**src/rtl/mysystem_nios2_oci_dct_packer_pkg.sv**
```systemverilog
`default_nettype none
// ============================================================================
//  Module      : mysystem_nios2_oci_dct_packer_pkg
//  Description : Shared definitions for the OCI direct-branch trace (DCT)
//                packer: trace code encodings, padded buffer/count widths
//                and the frame record handed to the output register.
//  Revision    : 1.0 - initial release
// ============================================================================
package mysystem_nios2_oci_dct_packer_pkg;

    // Direct-branch trace code encodings
    localparam logic [1:0] DCT_NONE = 2'b00;
    localparam logic [1:0] DCT_NT   = 2'b01;
    localparam logic [1:0] DCT_T    = 2'b10;
    localparam logic [1:0] DCT_RSV  = 2'b11;

    // Buffers are always presented at the width of a 15-code frame
    localparam int C_BUF_W = 30;
    localparam int C_CNT_W = 4;

    typedef struct packed {
        logic [C_BUF_W-1:0] buffer;
        logic [C_CNT_W-1:0] count;
    } dct_frame_t;

endpackage : mysystem_nios2_oci_dct_packer_pkg
`default_nettype wire

```
**src/rtl/mysystem_nios2_oci_dct_outreg.sv**
```systemverilog
`default_nettype none
// ============================================================================
//  Module      : mysystem_nios2_oci_dct_outreg
//  Description : Single-entry valid/ready holding register for completed
//                DCT frames. The upstream packer only asserts load_i when
//                the slot is free (empty, or draining this cycle).
//  Ports       : clk, reset_n      - clock, async active-low reset
//                load_i            - capture buffer_i/count_i this cycle
//                buffer_i, count_i - frame to capture
//                ready_i           - downstream accepts the held frame
//                valid_o           - frame held
//                buffer_o, count_o - held frame
//  Revision    : 1.0 - initial release
// ============================================================================
module mysystem_nios2_oci_dct_outreg
    import mysystem_nios2_oci_dct_packer_pkg::*;
(
    input  logic               clk,
    input  logic               reset_n,
    input  logic               load_i,
    input  logic [C_BUF_W-1:0] buffer_i,
    input  logic [C_CNT_W-1:0] count_i,
    input  logic               ready_i,
    output logic               valid_o,
    output logic [C_BUF_W-1:0] buffer_o,
    output logic [C_CNT_W-1:0] count_o
);

    logic               valid_q;
    logic [C_BUF_W-1:0] buffer_q;
    logic [C_CNT_W-1:0] count_q;

    // Data only changes on load, so it stays stable while valid & !ready.
    always_ff @(posedge clk or negedge reset_n) begin
        if (!reset_n) begin
            valid_q  <= 1'b0;
            buffer_q <= '0;
            count_q  <= '0;
        end else if (load_i) begin
            valid_q  <= 1'b1;
            buffer_q <= buffer_i;
            count_q  <= count_i;
        end else if (ready_i) begin
            valid_q  <= 1'b0;
        end
    end

    assign valid_o  = valid_q;
    assign buffer_o = buffer_q;
    assign count_o  = count_q;

endmodule : mysystem_nios2_oci_dct_outreg
`default_nettype wire

```
**src/rtl/mysystem_nios2_oci_dct_packer.sv**
```systemverilog
`default_nettype none
// ============================================================================
//  Module      : mysystem_nios2_oci_dct_packer
//  Description : Packs 2-bit direct-branch trace codes into frames of up to
//                DCT_DEPTH codes. Owns the live accumulator, the frame close
//                logic and overflow tracking; completed frames leave through
//                a single-entry valid/ready output register. Trace input
//                cannot stall, so codes arriving while the accumulator is
//                stuck full behind an occupied output slot are dropped.
//  Ports       : clk, reset_n                 - clock, async active-low reset
//                trc_on, dct_code_valid,
//                dct_code                     - trace code input
//                flush                        - close a partial frame
//                frame_ready                  - downstream accept
//                ovf_clr                      - clear overflow status
//                dct_buffer, dct_count        - live accumulator state
//                frame_valid, frame_buffer,
//                frame_count                  - completed frame output
//                overflow                     - sticky drop flag
//                ovf_count                    - saturating drop counter
//  Config      : MYSYSTEM_OCI_DCT_OVF_CNT_EN adds the ovf_count port.
//  Revision    : 1.0 - initial release
// ============================================================================
module mysystem_nios2_oci_dct_packer
    import mysystem_nios2_oci_dct_packer_pkg::*;
#(
    parameter int DCT_DEPTH = 15
) (
    input  logic               clk,
    input  logic               reset_n,
    input  logic               trc_on,
    input  logic               dct_code_valid,
    input  logic [1:0]         dct_code,
    input  logic               flush,
    input  logic               frame_ready,
    input  logic               ovf_clr,
    output logic [C_BUF_W-1:0] dct_buffer,
    output logic [C_CNT_W-1:0] dct_count,
    output logic               frame_valid,
    output logic [C_BUF_W-1:0] frame_buffer,
    output logic [C_CNT_W-1:0] frame_count,
`ifdef MYSYSTEM_OCI_DCT_OVF_CNT_EN
    output logic [7:0]         ovf_count,
`endif
    output logic               overflow
);

    localparam logic [C_CNT_W-1:0] C_DEPTH   = C_CNT_W'(DCT_DEPTH);
    localparam logic [C_CNT_W-1:0] C_DEPTH_M = C_CNT_W'(DCT_DEPTH - 1);

    logic [C_BUF_W-1:0] buf_q,  buf_d;
    logic [C_CNT_W-1:0] cnt_q,  cnt_d;
    logic               pend_q, pend_d;     // flush waiting for a free slot
    logic               trc_q;              // trc_on delayed, for fall detect
    logic               ovf_q,  ovf_d;

    logic               w_slot_free;
    logic               w_stuck;
    logic               w_code_in;
    logic               w_drop;
    logic               w_flush_req;
    logic               w_full_close;
    logic [C_BUF_W-1:0] w_acc_buf;
    logic [C_CNT_W-1:0] w_acc_cnt;
    logic               w_push;
    dct_frame_t         w_push_frame;

    assign w_slot_free = !frame_valid || frame_ready;
    assign w_stuck     = (cnt_q == C_DEPTH);
    assign w_code_in   = trc_on && dct_code_valid;
    assign w_drop      = w_code_in && w_stuck && !w_slot_free;
    // Flush and trc_on fall share one request path; a request left pending
    // is re-evaluated every cycle until the output slot frees.
    assign w_flush_req = (flush || (trc_q && !trc_on) || pend_q) && (cnt_q != '0);

    // Accumulator contents including any code accepted this cycle. The
    // register is cleared after every frame so bits above 2*DCT_DEPTH
    // stay zero without an explicit mask.
    assign w_acc_buf    = w_code_in ? {buf_q[C_BUF_W-3:0], dct_code} : buf_q;
    assign w_acc_cnt    = cnt_q + (w_code_in ? C_CNT_W'(1) : C_CNT_W'(0));
    assign w_full_close = w_code_in && (cnt_q == C_DEPTH_M);

    always_comb begin
        buf_d        = buf_q;
        cnt_d        = cnt_q;
        pend_d       = pend_q;
        w_push       = 1'b0;
        w_push_frame = '{buffer: buf_q, count: cnt_q};

        if (w_stuck) begin
            // Held full frame drains as soon as the slot frees; a code
            // arriving in that same cycle starts the next frame.
            if (w_slot_free) begin
                w_push = 1'b1;
                pend_d = 1'b0;
                buf_d  = w_code_in ? {{(C_BUF_W-2){1'b0}}, dct_code} : '0;
                cnt_d  = w_code_in ? C_CNT_W'(1) : '0;
            end
        end else if (w_full_close || w_flush_req) begin
            if (w_slot_free) begin
                w_push       = 1'b1;
                w_push_frame = '{buffer: w_acc_buf, count: w_acc_cnt};
                buf_d        = '0;
                cnt_d        = '0;
                pend_d       = 1'b0;
            end else begin
                // Full close parks at count DCT_DEPTH; flush stays pending.
                buf_d  = w_acc_buf;
                cnt_d  = w_acc_cnt;
                pend_d = w_flush_req;
            end
        end else begin
            buf_d = w_acc_buf;
            cnt_d = w_acc_cnt;
        end
    end

    // A drop in the same cycle as a clear leaves the flag set.
    assign ovf_d = w_drop ? 1'b1 : (ovf_clr ? 1'b0 : ovf_q);

    always_ff @(posedge clk or negedge reset_n) begin
        if (!reset_n) begin
            buf_q  <= '0;
            cnt_q  <= '0;
            pend_q <= 1'b0;
            trc_q  <= 1'b0;
            ovf_q  <= 1'b0;
        end else begin
            buf_q  <= buf_d;
            cnt_q  <= cnt_d;
            pend_q <= pend_d;
            trc_q  <= trc_on;
            ovf_q  <= ovf_d;
        end
    end

`ifdef MYSYSTEM_OCI_DCT_OVF_CNT_EN
    logic [7:0] ovf_cnt_q, ovf_cnt_d;

    always_comb begin
        ovf_cnt_d = ovf_cnt_q;
        if (w_drop) begin
            if (ovf_clr) begin
                ovf_cnt_d = 8'd1;
            end else if (ovf_cnt_q != 8'hFF) begin
                ovf_cnt_d = ovf_cnt_q + 8'd1;
            end
        end else if (ovf_clr) begin
            ovf_cnt_d = 8'd0;
        end
    end

    always_ff @(posedge clk or negedge reset_n) begin
        if (!reset_n) begin
            ovf_cnt_q <= 8'd0;
        end else begin
            ovf_cnt_q <= ovf_cnt_d;
        end
    end

    assign ovf_count = ovf_cnt_q;
`endif

    mysystem_nios2_oci_dct_outreg u_outreg (
        .clk      (clk),
        .reset_n  (reset_n),
        .load_i   (w_push),
        .buffer_i (w_push_frame.buffer),
        .count_i  (w_push_frame.count),
        .ready_i  (frame_ready),
        .valid_o  (frame_valid),
        .buffer_o (frame_buffer),
        .count_o  (frame_count)
    );

    assign dct_buffer = buf_q;
    assign dct_count  = cnt_q;
    assign overflow   = ovf_q;

endmodule : mysystem_nios2_oci_dct_packer
`default_nettype wire

```
**config.mk**
```make
export PLATFORM = sky130hd
export DESIGN_NAME = mysystem_nios2_oci_dct_packer
export DESIGN_NICKNAME = d
export VERILOG_FILES = /design/src/rtl/mysystem_nios2_oci_dct_packer_pkg.sv /design/src/rtl/mysystem_nios2_oci_dct_outreg.sv /design/src/rtl/mysystem_nios2_oci_dct_packer.sv
export SDC_FILE = /design/constraint.sdc
export NUM_CORES = 1
export LEC_CHECK = 0
export ABC_AREA = 1
export CORE_ASPECT_RATIO = 0.5
export CORE_MARGIN = 5
export CORE_UTILIZATION = 50
export CTS_BUF_LIST = sky130_fd_sc_hd__clkbuf_8
export CTS_CLUSTER_DIAMETER = 120
export DETAILED_ROUTE_END_ITERATION = 8
export PLACE_DENSITY = 0.82
export RECOVER_POWER = 100
export SYNTH_ARGS = -nofsm -noshare
export SYNTH_HDL_FRONTEND = slang
export SYNTH_SLANG_ARGS = --single-unit
```
**constraint.sdc**
```tcl
create_clock -name clk -period 2.6 [get_ports clk]
set_input_delay 0.52 -clock clk [delete_from_list [all_inputs] [get_ports clk]]
set_output_delay 0.52 -clock clk [all_outputs]
set_load 0.01 [all_outputs]
```
==> flow_results.org <==
** Outcome
- The run finished with clean final reports.

** Clock tree
- TritonCTS built the clock tree.
- After clock tree synthesis, the flow added hold-fix buffers numbering 0.
- Setup Fix Bufs, Post-CTS :: 0
- Worst-path clk slew :: 0.08 ns
- Clock buffer depth :: 2
- The clock net in this run drives a total of 72 sinks.
- Gates resized during post-CTS repair numbered 0.
- Worst-skew pair later-pin latency :: 0.36 ns
- Number of levels the H-tree was split into :: 3
- Clock tree synthesis selected as its root buffer the cell clkbuf_8.
- TritonCTS buffer count :: 9

** Yosys
- Netlist Area Pre-Place :: 3450 sq um
- The share of the Yosys chip area taken by registers is 0.523.
- Warnings from Yosys :: 0
- Count of unique library cells instantiated by Yosys :: 24
- Synthesis inferred 72 register bits.
- Mean cell area of the mapped netlist :: 7.83 sq um
- The number of nets handed over by synthesis was 451.
- Synthesis produced 440 cells.

** Timing
- For the pin with the worst max-slew slack, the measured transition is 1.24 ns.
- RSZ-0062 raised after global routing :: no
- Setup violations, final :: 0
- Setup total negative slack on the finished layout was measured at 0 ns.
- After layout, the minimum clock period comes to 1.98 ns.
- For this run, the top clock speed supported by timing is 505 MHz.
- The count of endpoints failing hold in the final timing report came to 0.
- Headroom to the max-slew limit :: 0.176
- Post-Route Skew :: 0.00856 ns
- Total count of max-transition violations in the final report :: 0
- Share of the clock period used by the worst path :: 0.762

** Final layout
- Fill cells in the final layout number 590.
- In the layout the commonest cells are nand2_1, dfrtp_1, dlygate4sd3_1, nand3_1, o21ai_0.
- After the last flow step, the layout net total stands at 526.
- Area growth syn-to-layout :: 29.6%
- Diodes inserted :: 0
- Of the cells placed in the final design, the portion with a size suffix greater than 1 is 0.0558.
- Leading cell type in the layout, fill and taps excluded :: nand2_1
- The finished cells cover 4470 sq um.

** Route
- After the first detailed-routing iteration, the DRC count stood at 341.
- Post-route DRC violation count :: 0
- Before antenna repair, the detailed router went through 5 iterations.
- Total routed wirelength :: 8750 microns
- Across all layers, the routed design uses 3,175 vias.
- Antenna-violating nets left :: 0
- Post-detailed-route wirelength per cell :: 14.3 microns
- After detailed routing, the number of vias per cell comes to 5.19.

** Power
- Static Leakage :: 2.28 nW
- Total power of the final layout :: 4.27 mW
- Dividing total power by cell area gives a power density of 956 nW/um^2.
- VDD IR-drop max :: 483 uV

** Die
- Starting utilization of the core area :: 0.514
- Width of the die :: 127 microns
- Top-level port count :: 79
- Die height :: 68.7 microns
- The region available for standard cell placement spans 6700 sq um.
- Area of the die :: 8750 sq um
- Rows :: 21

** Worst setup path
- Biggest fanout along the worst timing path :: 4
- Setup CP Type :: register to output pin
- Longest individual stage delay on the worst path :: 0.64 ns
- WP data required :: 2.08 ns
- On the critical path the largest part of the delay comes from buffers and inverters.
- Depth of the critical timing path with buffers and inverters included :: 1
- Cell-by-cell listing of the critical path :: dlygate4sd3_1
- WP buf/inv :: 1
- Slowest cell on the critical path :: dlygate4sd3_1
- Counting cells, the worst reg-to-reg path comes to 5.
- Critical Path Source Type :: register
- Arrival time at the worst endpoint :: 1.46 ns
- The worst setup path is captured at an output pin.

** Placement
- Placed Area :: 4290 sq um
- Buffers on Ports :: 78
- Placer Congestion :: 0.841
- Detailed placement ended at an HPWL of 5910 microns.

** Global route
- Global routing usage summed across all routing layers :: 0.212
- Overflow left after global routing :: 0
- Largest net degree at the start of global routing :: 56
- The first global-routing pass estimated 14,300 microns of wire.
- Number of antenna violations at the first check in global routing :: 0
- Vias in the first global route :: 2,865

** Run
- Total of max-cap violations :: 0

** Worst hold path
- Type of the worst min-delay path :: input port to async pin
-- cell families after synthesis --
family	count (synthesis)	share of synthesized area
flip-flops	72	0.523
AO/OA/AOI/OAI	69	0.103
adder cells (fa/ha/maj)	2	0.00726
AND/OR/NAND/NOR	218	0.267
XOR/XNOR	2	0.00508
buffers and inverters	77	0.0944
-- through the flow --
step | std cells | hold slack (ns) | worst slack (ns) | utilization
5_1_grt | 612 | 0.501 | 0.325 | 0.666
3_5_place_dp | 596 | 0.470 | 0.374 | 0.641
3_3_place_gp | 596 | 0.469 | 0.427 | 0.641
6_report | 612 | 0.402 | 0.620 | 0.666
2_1_floorplan | 440 | 0.224 | 1.09 | -
4_1_cts | 612 | 0.148 | 0.677 | 0.671
-- report_power, final --
part	leakage [nW]	switching, mW	internal, mW
combinational	1.21	0.968	0.723
sequential	0.955	0.243	1.43
clock	0.109	0.418	0.486
total	2.28	1.63	2.64
-- per-layer routing --
metal / GRT usage / vias to the layer above / wire length (microns) / share of wire
met5: 0 / - / 0 / 0
met4: 0.0575 / 0 / 85 / 0.0097
met3: 0.0615 / 9 / 513 / 0.059
met2: 0.357 / 96 / 4240 / 0.48
met1: 0.274 / 1515 / 3910 / 0.45
li1: - / 1555 / - / -
-- path summary, 6_finish.rpt --
check,startpoint,to,slack [ns]
worst min-delay path,reset_n,dct_buffer[19],0.40
max in group asynchronous,reset_n,u_outreg.buffer_o[22],0.74
worst min register to register,u_outreg.buffer_o[12],u_outreg.buffer_o[12],0.48
worst max-delay path,dct_buffer[17],dct_buffer[17],0.62
min in group clk,u_outreg.buffer_o[12],u_outreg.buffer_o[12],0.48
worst max register to register,dct_count[2],dct_buffer[24],0.72
-- state kept, by name, summed over array words and instances, names as in the netlist --
name               flops
dct_buffer            30
dct_count              4
overflow               1
pend_q                 1
trc_q                  1
u_outreg.buffer_o     30
u_outreg.count_o       4
u_outreg.valid_o       1
-- synthesized netlist by cell type (all sizes together) --
master / instances / area share
or2: 1 / 0.0018
o31ai: 1 / 0.0022
a21oi: 6 / 0.0087
o221ai: 1 / 0.0025
ha: 2 / 0.0073
o21ai: 58 / 0.084
o22ai: 3 / 0.0054
xor2: 1 / 0.0025
dfrtp: 72 / 0.52
xnor2: 1 / 0.0025
inv: 54 / 0.059
nor2: 13 / 0.016
nand2: 142 / 0.16
nand3: 62 / 0.092
clkbuf: 7 / 0.0076
buf: 16 / 0.028
-- layout make-up --
| cell class | instances | area (sq um) | area share |
|---|---|---|---|
| sequential | 72 | 1800 | 0.403 |
| tap | 92 | 115 | 0.0258 |
| multi-input combinational | 291 | 1310 | 0.294 |
| timing repair buffer | 87 | 832 | 0.186 |
| clock buffer | 11 | 151 | 0.0339 |
| clock inverter | 5 | 48.8 | 0.0109 |
| inverter | 54 | 203 | 0.0454 |
No activity file was read; power rests on OpenSTA's default activity.
